[src/rtl/adc_resp_pkg.sv]
// Shared types and constants for the ADC SPI responder: FSM states, MOSI command
// codes and the position of the underrun flag in the transmitted frame.
package adc_resp_pkg;

    typedef enum logic [1:0] {
        IDLE  = 2'd0,
        LOAD  = 2'd1,
        SHIFT = 2'd2,
        DONE  = 2'd3
    } resp_state_e;

    // Top two bits of a completed MOSI word select a test-pattern command.
    localparam logic [1:0] CMD_PAT_SET = 2'b10;
    localparam logic [1:0] CMD_PAT_CLR = 2'b11;

    // The underrun flag is always the frame MSB, whatever the frame length.
    function automatic int underrun_bit(input int frame_bits);
        return frame_bits - 1;
    endfunction

endpackage

[src/rtl/adc_resp_fifo.sv]
// Small synchronous FIFO with show-ahead head output; push while full and pop while
// empty are ignored internally so callers may drive them unguarded.
module adc_resp_fifo #(
    parameter int WIDTH = 14,
    parameter int DEPTH = 4,
    parameter int AW    = $clog2(DEPTH)
) (
    input  logic             clk,
    input  logic             rst_n,
    input  logic             push,
    input  logic [WIDTH-1:0] din,
    input  logic             pop,
    output logic [WIDTH-1:0] dout,
    output logic             full,
    output logic             empty,
    output logic [AW:0]      level
);

    logic [WIDTH-1:0] mem_q [DEPTH];
    logic [AW-1:0]    wr_ptr_q;
    logic [AW-1:0]    rd_ptr_q;
    logic [AW:0]      level_q;
    logic             push_ok;
    logic             pop_ok;

    assign full    = (level_q == (AW+1)'(DEPTH));
    assign empty   = (level_q == '0);
    assign push_ok = push & ~full;
    assign pop_ok  = pop & ~empty;
    assign dout    = mem_q[rd_ptr_q];
    assign level   = level_q;

    // Storage carries no reset so it can map onto distributed RAM.
    always_ff @(posedge clk) begin
        if (push_ok) begin
            mem_q[wr_ptr_q] <= din;
        end
    end

    always_ff @(posedge clk) begin
        if (!rst_n) begin
            wr_ptr_q <= '0;
            rd_ptr_q <= '0;
            level_q  <= '0;
        end else begin
            if (push_ok) begin
                wr_ptr_q <= wr_ptr_q + 1'b1;
            end
            if (pop_ok) begin
                rd_ptr_q <= rd_ptr_q + 1'b1;
            end
            level_q <= level_q + {{AW{1'b0}}, push_ok} - {{AW{1'b0}}, pop_ok};
        end
    end

endmodule

[src/rtl/adc_spi_responder.sv]
// SPI-slave ADC emulator: oversamples the SPI pins in clk, sends one FIFO sample per
// chip-select frame on MISO and captures the MOSI word. Option: ADC_RESP_TEST_PATTERN_EN.
module adc_spi_responder #(
    parameter int DATA_W     = 14,
    parameter int FRAME_BITS = 16,
    parameter int FIFO_DEPTH = 4
) (
    input  logic                          clk,
    input  logic                          rst_n,
    input  logic                          adc_cs_n,
    input  logic                          adc_sclk,
    input  logic                          adc_mosi,
    output logic                          adc_miso,
    input  logic [DATA_W-1:0]             sample_in,
    input  logic                          sample_valid,
    output logic                          sample_ready,
    output logic [FRAME_BITS-1:0]         rx_data,
    output logic                          rx_valid,
    output logic                          frame_err,
    output logic [$clog2(FIFO_DEPTH):0]   fifo_level,
    output logic                          overflow
);
    import adc_resp_pkg::*;

    localparam int CNT_W  = $clog2(FRAME_BITS + 1);
    localparam int UR_BIT = underrun_bit(FRAME_BITS);

    // Chip select chain resets to "selected" so a CS already low when reset releases
    // is never mistaken for a fresh falling edge.
    logic [2:0] cs_q;
    logic [2:0] sclk_q;
    logic [1:0] mosi_q;

    always_ff @(posedge clk) begin
        if (!rst_n) begin
            cs_q   <= '0;
            sclk_q <= '0;
            mosi_q <= '0;
        end else begin
            cs_q   <= {cs_q[1:0], adc_cs_n};
            sclk_q <= {sclk_q[1:0], adc_sclk};
            mosi_q <= {mosi_q[0], adc_mosi};
        end
    end

    logic cs_fall, cs_rise, sclk_rise, sclk_fall, mosi_s;
    assign cs_fall   =  cs_q[2] & ~cs_q[1];
    assign cs_rise   = ~cs_q[2] &  cs_q[1];
    assign sclk_rise = ~sclk_q[2] &  sclk_q[1];
    assign sclk_fall =  sclk_q[2] & ~sclk_q[1];
    assign mosi_s    =  mosi_q[1];

    logic              fifo_pop;
    logic              fifo_full;
    logic              fifo_empty;
    logic [DATA_W-1:0] fifo_head;

    adc_resp_fifo #(
        .WIDTH (DATA_W),
        .DEPTH (FIFO_DEPTH)
    ) u_fifo (
        .clk   (clk),
        .rst_n (rst_n),
        .push  (sample_valid),
        .din   (sample_in),
        .pop   (fifo_pop),
        .dout  (fifo_head),
        .full  (fifo_full),
        .empty (fifo_empty),
        .level (fifo_level)
    );

    resp_state_e           state_q, state_d;
    logic [CNT_W-1:0]      bit_cnt_q, bit_cnt_d;
    logic [FRAME_BITS-1:0] tx_q, tx_d;
    logic [FRAME_BITS-2:0] rx_shift_q, rx_shift_d;
    logic [FRAME_BITS-1:0] rx_data_q, rx_data_d;
    logic                  rx_valid_q, rx_valid_d;
    logic                  frame_err_q, frame_err_d;
    logic                  miso_q, miso_d;
    logic [DATA_W-1:0]     last_q, last_d;
    logic                  overflow_q;
    logic [FRAME_BITS-1:0] word_done;

`ifdef ADC_RESP_TEST_PATTERN_EN
    logic [7:0] pattern_q, pattern_d;
    logic       pattern_mode_q, pattern_mode_d;
`endif

    // Sample sits just below the two flag bits; any spare low bits stay zero.
    function automatic logic [FRAME_BITS-1:0] build_word(input logic [DATA_W-1:0] s,
                                                         input logic ur);
        logic [FRAME_BITS-1:0] w;
        w                         = '0;
        w[UR_BIT]                 = ur;
        w[FRAME_BITS-3 -: DATA_W] = s;
        return w;
    endfunction

    assign word_done = {rx_shift_q, mosi_s};

    always_comb begin
        state_d     = state_q;
        bit_cnt_d   = bit_cnt_q;
        tx_d        = tx_q;
        rx_shift_d  = rx_shift_q;
        rx_data_d   = rx_data_q;
        rx_valid_d  = 1'b0;
        frame_err_d = 1'b0;
        miso_d      = miso_q;
        last_d      = last_q;
        fifo_pop    = 1'b0;
`ifdef ADC_RESP_TEST_PATTERN_EN
        pattern_d      = pattern_q;
        pattern_mode_d = pattern_mode_q;
`endif
        case (state_q)
            IDLE: begin
                miso_d = 1'b0;
                if (cs_fall) begin
                    state_d = LOAD;
                end
            end
            LOAD: begin
`ifdef ADC_RESP_TEST_PATTERN_EN
                if (pattern_mode_q) begin
                    tx_d      = '0;
                    tx_d[7:0] = pattern_q;
                end else
`endif
                if (!fifo_empty) begin
                    fifo_pop = 1'b1;
                    tx_d     = build_word(fifo_head, 1'b0);
                    last_d   = fifo_head;
                end else begin
                    tx_d = build_word(last_q, 1'b1);
                end
                miso_d    = tx_d[FRAME_BITS-1];
                bit_cnt_d = '0;
                state_d   = SHIFT;
            end
            SHIFT: begin
                if (sclk_rise) begin
                    rx_shift_d = word_done[FRAME_BITS-2:0];
                    bit_cnt_d  = bit_cnt_q + 1'b1;
                    // The last rising edge completes the word; publish it right away.
                    if (bit_cnt_q == CNT_W'(FRAME_BITS - 1)) begin
                        rx_data_d  = word_done;
                        rx_valid_d = 1'b1;
                        miso_d     = 1'b0;
                        state_d    = DONE;
`ifdef ADC_RESP_TEST_PATTERN_EN
                        if (word_done[FRAME_BITS-1 -: 2] == CMD_PAT_SET) begin
                            pattern_d      = word_done[7:0];
                            pattern_mode_d = 1'b1;
                        end else if (word_done[FRAME_BITS-1 -: 2] == CMD_PAT_CLR) begin
                            pattern_mode_d = 1'b0;
                        end
`endif
                    end
                end else if (sclk_fall && (bit_cnt_q < CNT_W'(FRAME_BITS))) begin
                    tx_d   = {tx_q[FRAME_BITS-2:0], 1'b0};
                    miso_d = tx_d[FRAME_BITS-1];
                end
            end
            DONE: begin
                miso_d = 1'b0;
            end
            default: begin
                state_d = IDLE;
            end
        endcase

        if (cs_rise) begin
            state_d = IDLE;
            miso_d  = 1'b0;
            if ((state_q == SHIFT) && !rx_valid_d) begin
                frame_err_d = 1'b1;
                rx_shift_d  = '0;
            end
        end
    end

    always_ff @(posedge clk) begin
        if (!rst_n) begin
            state_q     <= IDLE;
            bit_cnt_q   <= '0;
            tx_q        <= '0;
            rx_shift_q  <= '0;
            rx_data_q   <= '0;
            rx_valid_q  <= 1'b0;
            frame_err_q <= 1'b0;
            miso_q      <= 1'b0;
            last_q      <= '0;
            overflow_q  <= 1'b0;
        end else begin
            state_q     <= state_d;
            bit_cnt_q   <= bit_cnt_d;
            tx_q        <= tx_d;
            rx_shift_q  <= rx_shift_d;
            rx_data_q   <= rx_data_d;
            rx_valid_q  <= rx_valid_d;
            frame_err_q <= frame_err_d;
            miso_q      <= miso_d;
            last_q      <= last_d;
            overflow_q  <= overflow_q | (sample_valid & fifo_full);
        end
    end

`ifdef ADC_RESP_TEST_PATTERN_EN
    always_ff @(posedge clk) begin
        if (!rst_n) begin
            pattern_q      <= '0;
            pattern_mode_q <= 1'b0;
        end else begin
            pattern_q      <= pattern_d;
            pattern_mode_q <= pattern_mode_d;
        end
    end
`endif

    // MISO is forced low by the raw pin so it is quiet the moment CS deasserts.
    assign adc_miso     = miso_q & ~adc_cs_n;
    assign sample_ready = ~fifo_full;
    assign rx_data      = rx_data_q;
    assign rx_valid     = rx_valid_q;
    assign frame_err    = frame_err_q;
    assign overflow     = overflow_q;

endmodule
[config.mk]
export PLATFORM = sky130hd
export DESIGN_NAME = adc_spi_responder
export DESIGN_NICKNAME = d
export VERILOG_FILES = /design/src/rtl/adc_resp_pkg.sv /design/src/rtl/adc_resp_fifo.sv /design/src/rtl/adc_spi_responder.sv
export SDC_FILE = /design/constraint.sdc
export NUM_CORES = 1
export LEC_CHECK = 0
export CAP_MARGIN = 30
export CORE_UTILIZATION = 60
export DETAILED_ROUTE_END_ITERATION = 6
export HOLD_SLACK_MARGIN = 0.05
export PLACE_DENSITY = 0.82
export SYNTH_ARGS = -nofsm -noshare
export SYNTH_HDL_FRONTEND = slang
export SYNTH_SLANG_ARGS = --single-unit
[constraint.sdc]
create_clock -name clk -period 5.4 [get_ports clk]
set_clock_uncertainty 0.15 [all_clocks]
set_input_delay 1.08 -clock clk [delete_from_list [all_inputs] [get_ports clk]]
set_output_delay 1.08 -clock clk [all_outputs]
set_load 0.01 [all_outputs]
; Word-level counts from Yosys, hierarchy flattened
; Memories as Yosys holds them, arrays and structs flattened. A register that Yosys moved wholly into a read port is not among the register bits.
; Cells that the tools add are included.
[totals]
input_bits = 20
out_inout_bits = 24
n_memories = 1
ram_bits = 56
regBits = 86
[mem_list]
columns = name, depth, word_bits, rd, rd_ports_with_merged_regs, write_ports, line_no
row1 = u_fifo.mem_q, 4, 14, 1, 1, 1, adc_resp_fifo.sv:19  ; logic [WIDTH-1:0] mem_q [DEPTH];
[op_classes]
reduce_logical = 16
bitwise_logic = 17
n_lt_le_gt_ge = 1
n_eq_ne = 12
add_sub_neg = 5
muxes = 28
[ops]
columns = operator, count
row1 = 2-to-1 mux 15 bit, 6
row2 = case mux 15 bit (2 select lines), 1
row3 = 2-to-1 mux 16 bit, 1
row4 = 2-to-1 mux 1 bit, 11
row5 = 2-to-1 mux 2 bit, 5
row6 = "!= test 2 bit, second input constant", 5
row7 = case mux 5 bit (2 select lines), 1
row8 = bitwise AND 1 bit, 8
row9 = inverter 1 bit, 8
row10 = AND reduction 2 bit, 4
row11 = "!= test 3 bit, second input constant", 2
row12 = case mux 2 bit (3 select lines), 1
row13 = AND reduction 3 bit, 2
row14 = "adder 5 x 1 -> 5 bit, second input constant", 1
row15 = "== test 5 x 4 -> 1 bit, second input constant", 1
row16 = "less-than comparator 5 bit, second input constant", 1
row17 = 2-to-1 mux 5 bit, 1
row18 = "adder 2 x 1 -> 2 bit, second input constant", 2
row19 = "== test 2 bit, second input constant", 2
row20 = AND reduction 4 bit, 1
row21 = OR reduction 2 bit, 2
row22 = adder 3 x 1 -> 3 bit, 1
row23 = "== test 3 bit, second input constant", 1
row24 = logical NOT 3 bit, 1
row25 = other kinds (9), 10

; Logic depth before layout (Yosys ltp)
[depth]
depth_word = 8
mapped_depth = 13

; Cells and area by module
; From an unflattened synthesis, not the netlist that was laid out.
[unflattened]
cells_unflattened = 463
area_unflattened_um2 = 5743.0
[modules_own_cells]
columns = module, seq_area_each_um2, n_inst, area_each_um2, cells_each
row1 = adc_spi_responder, 1581.5, 1, 3213.1, 340
row2 = adc_resp_fifo, 1861.8, 1, 2529.9, 123

; Worst setup path after synthesis
; OpenSTA, ideal clock, no wires.
[synth_timing]
path_kind = reg-to-reg
startpoint = register u_fifo.level_q[2] (netlist: u_fifo.level[2])
endpoint = register u_fifo.level_q[2] (netlist: u_fifo.level[2])
slack_ns = 2.775
synth_period_minus_slack_ns = 2.625
required_ns = 5.122
stages_incl_launch_ff = 13
arrival_time_ns = 2.348
path_buffers = 1
cell_sequence = dfxtp_1 or3_4 nand2_2 inv_2 buf_2 ha_1 inv_1 ha_1 inv_1 fa_1 xor2_1 xnor2_1 nor2_1
[synth_between]
elab_chain_len = 5
elab_cells_between_ends = 10
cone_classes = 2 x add/sub / 1 x eq/ne / 2 x mux / 4 x bitwise / 1 x reduce/logical
[synth_lines]
columns = element, line_no
row1 = from (decl), adc_resp_fifo.sv:22  ; logic [AW:0] level_q;
row2 = from (signal assigned), adc_resp_fifo.sv:52  ; level_q <= level_q + {{AW{1'b0}}, push_ok} - {{AW{1'b0}}, pop_ok};
row3 = logical NOT 3 bit, adc_resp_fifo.sv:27  ; assign empty = (level_q == '0);
row4 = 2-to-1 mux 1 bit, adc_spi_responder.sv:131  ; if (!fifo_empty) begin
row5 = 2-to-1 mux 1 bit, adc_spi_responder.sv:117  ; case (state_q)
row6 = named net fifo_pop, adc_spi_responder.sv:53  ; logic fifo_pop;
row7 = bitwise AND 1 bit, adc_resp_fifo.sv:29  ; assign pop_ok = pop & ~empty;
row8 = subtractor 3 x 1 -> 3 bit, adc_resp_fifo.sv:52
; The timed path passes the listed nets, and every way through them passes these cells.
; A chain may end at the register's enable or synchronous reset.

; Worst setup path in the final report
[layout_timing]
startpoint = input port adc_cs_n
endpoint = output port adc_miso
[layout_between]
elab_chain_len = 2
[layout_lines]
columns = element, line_no
row1 = from (decl), adc_spi_responder.sv:10  ; input logic adc_cs_n,
row2 = inverter 1 bit, adc_spi_responder.sv:223  ; assign adc_miso = miso_q & ~adc_cs_n;
row3 = bitwise AND 1 bit, adc_spi_responder.sv:223
row4 = to (decl), adc_spi_responder.sv:13  ; output logic adc_miso,
; No other way between the ends.

==> summary.txt <==
Synth
  – Post-synth net total: 500
  – Count of cell types in the netlist: 48
  – Count leader, synth: dfxtp_1
  – Top FF cell, synth: dfxtp_1
  – Syn Std Cell Area: between 5000 and 6000 um2
  – Synthesized instance count: 466
  – Synth async-reset ratio: 0%
  – Area contributors post-synth: dfxtp_1, edfxtp_1, mux4_2
  – Leading area contributor after synthesis: dfxtp_1
  – Yosys top cell area share: about a third
  – Syn avg cell area: 11.87 um2
  – YS warnings: 0
  – Post-synth top cells: dfxtp_1, nand2_1, edfxtp_1
  – Number of synthesized flops with an enable pin: 56
  – Synth Register Bits: between 100 and 150
  – Register area share after synthesis: just over 60%

Setup path
  – Startpoint Class: input pin
  – Crit. End Element: output port
  – Worst-path fanout max: 2
  – Worst Path Required: 4.17 ns
  – Worst reg2reg setup slack: 2.49 ns
  – Worst setup path category: in -> out
  – Worst EP arrival: ~2.1 ns

Timing
  – Final count of pins violating max slew: 0
  – Slew margin rel.: approximately a third
  – Total negative setup slack: 0 ns
  – RSZ-0062 raised after global routing: no
  – Final Critical Period: 3.350 ns
  – Slew @ Worst Pin: approximately 0.98 ns
  – Max Fclk: around 300 MHz
  – Final setup vio count: 0
  – Fin crit share: between 60% and 70%
  – Final hold vios: 0

Detailed routing
  – DRT Wirelength: just over 10 mm
  – DRC violations left: 6
  – First-pass DRT Iterations: 7
  – Vias: roughly 3600
  – ANT nets after route: 0
  – Routed vias/inst: a little under 6
  – DR iter-0 viols: between 150 and 200
  – WL/cell: between 15 and 20 um

Die
  – Die Y: ~98 um
  – Initial Utilization: a little over three fifths
  – Die area: between 9000 and 10000 um2
  – Die width: just under 100 um
  – Core area: 8806 um2
  – Row count: 34
  – Top Ports: 44

Power
  – Clock share of power: around two fifths
  – Leakage: ~2.3 nW
  – Peak VDD IR: 266.4 uV
  – Comb pwr share: about 15%
  – Psw: 782.3 uW
  – Cell internal pwr: 2.119 mW
  – Switch share: a little over a quarter
  – Pwr per Cell Area: between 400 and 500 nW/um2
  – Share of power burned in registers: 44.2%

Final layout
  – Synthesis-to-finish area growth: 19.12%
  – Reg area: approximately 3400 um2
  – Final nets: 542
  – Final core occ: 74.81%
  – Area of the multi-input gates: around 1900 um2
  – Share of cells above drive strength 1: about 11%
  – Fillers: 556
  – Ant diodes: 0

Clocking
  – Longest Clk Path Bufs: 2
  – CTS HTree Levels: 4
  – Setup Buffers After CTS: 0
  – Clk Latency, worst-skew pair: 0.52 ns
  – CTS root buffer: clkbuf_8
  – Cts bufs inserted: 17
  – CTS tree: built
  – Clock Sinks: ~140
  – # hold bufs at CTS: 0
  – Clock transition at path regs: roughly 0.06 ns
  – Post-cts sizing count: 0

Global routing
  – Largest net degree at the start of global routing: 27
  – GRT overflow: 0
  – First-pass GRT wire length: 17.28 mm
  – Vias in the first global route: 3592
  – Initial antenna violation count: 0
  – Gr usage total: between 20% and 30%

Placed design
  – DPL Wire Length: approximately 6.4 mm
  – GPL Wtd Cong: 0.7580
  – I/O Buffers: 43

Flow run
  – Max Cap Viol: 0

Worst hold path
  – Worst min path class: reg -> reg

Run status
  – Failing checks: design-rule violations
  – Outcome: finished with violations
==> metal layers <==
metal	GRT usage (%)	routed length, um	part of all wire, %	vias up
met5	0	0	0	-
met4	8.275	148	1.4	0
met3	6.800	479	4.7	18
met2	40.47	5274	51	101
met1	28.54	4356	42	1759
li1	-	-	-	1750
==> sequential cells by signal, summed over array words and instances, names as in the netlist, named ones only <==
| register | flops |
|---|---|
| u_fifo.mem_q | 56 |
| rx_data | 16 |
| rx_shift_q | 15 |
| tx_q | 15 |
| last_q | 14 |
| bit_cnt_q | 5 |
| cs_q | 3 |
| sclk_q | 3 |
| u_fifo.level | 3 |
| mosi_q | 2 |
| state_q | 2 |
| u_fifo.rd_ptr_q | 2 |
| u_fifo.wr_ptr_q | 2 |
| frame_err | 1 |
| miso_q | 1 |
| overflow | 1 |
| rx_valid | 1 |
==> power groups by stage <==
stage / Combinational, mW / Clock [mW] / Sequential (mW)
global placement: 0.422 / 0 / 1.30
floorplan: 0.320 / 0 / 1.29
CTS: 0.439 / 1.19 / 1.28
detailed placement: 0.433 / 0 / 1.30
global route: 0.486 / 1.24 / 1.29
finish: 0.438 / 1.18 / 1.28
==> stage by stage <==
stage	power (mW)	std cells	hold slack, ns	instance area (um2)	worst slack (ns)
3_3_place_gp	1.720	597	0.2736	5992	2.052
2_1_floorplan	1.615	466	0.2619	5530	2.775
5_1_grt	3.024	629	0.3182	6588	2.006
4_1_cts	2.917	629	0.3030	6588	2.044
6_report	2.901	629	0.2994	6588	2.050
3_5_place_dp	1.738	597	0.2718	5992	2.046
==> final timing paths <==
check / start / end / cells past startpoint
worst min-delay path: cs_q[0] / cs_q[1] / 1
worst max register to register: u_fifo.level[2] / u_fifo.level[2] / 11
worst min register to register: cs_q[0] / cs_q[1] / 1
worst max-delay path: adc_cs_n / adc_miso / 3
==> worst max-delay path: stages <==
cell and delay (ns):
clkdlybuf4s50_1 0.42, nor2_1 0.09, clkdlybuf4s50_1 0.54
==> cell families (layout without fill, tap and decap cells) <==
| group | after synthesis | in the layout | synth area share (%) |
|---|---|---|---|
| compound gates | 101 | 101 | 11.56 |
| xor+xnor | 7 | 7 | 1.109 |
| fa+ha+maj | 14 | 14 | 3.303 |
| buf+inv | 38 | 93 | 3.303 |
| flops | 144 | 144 | 62.26 |
| mux | 17 | 17 | 6.244 |
| simple gates | 145 | 145 | 12.22 |
==> final cells by class <==
cell class / instances / share of cell area (%)
flip-flops and latches: 144 / 52.27
clock inverters: 14 / 2.697
inverters: 15 / 0.8547
well taps: 108 / 2.051
multi-input cells: 284 / 28.91
clock buffers: 18 / 6.344
repair buffers: 46 / 6.876
==> layout by cell type (no fill, tap or decap), drive strengths merged, types with 2 or more instances in the layout <==
cell,synthesis,final
a21oi,33,33
mux2i,3,3
xor2,4,4
nand3,13,13
a2bb2oi,2,2
ha,13,13
and2,12,12
clkdlybuf4s50,0,43
bufinv,0,3
buf,10,3
a21boi,2,2
clkbuf,13,18
mux4,14,14
clkinvlp,0,3
nor2,23,23
xnor2,3,3
clkinv,0,2
edfxtp,56,56
o211ai,2,2
nand2,83,83
a22o,15,15
a31oi,13,13
dfxtp,88,88
inv,15,21
o21ai,26,26
a211oi,3,3
and3,3,3
No activity file was read; power rests on OpenSTA's default activity.
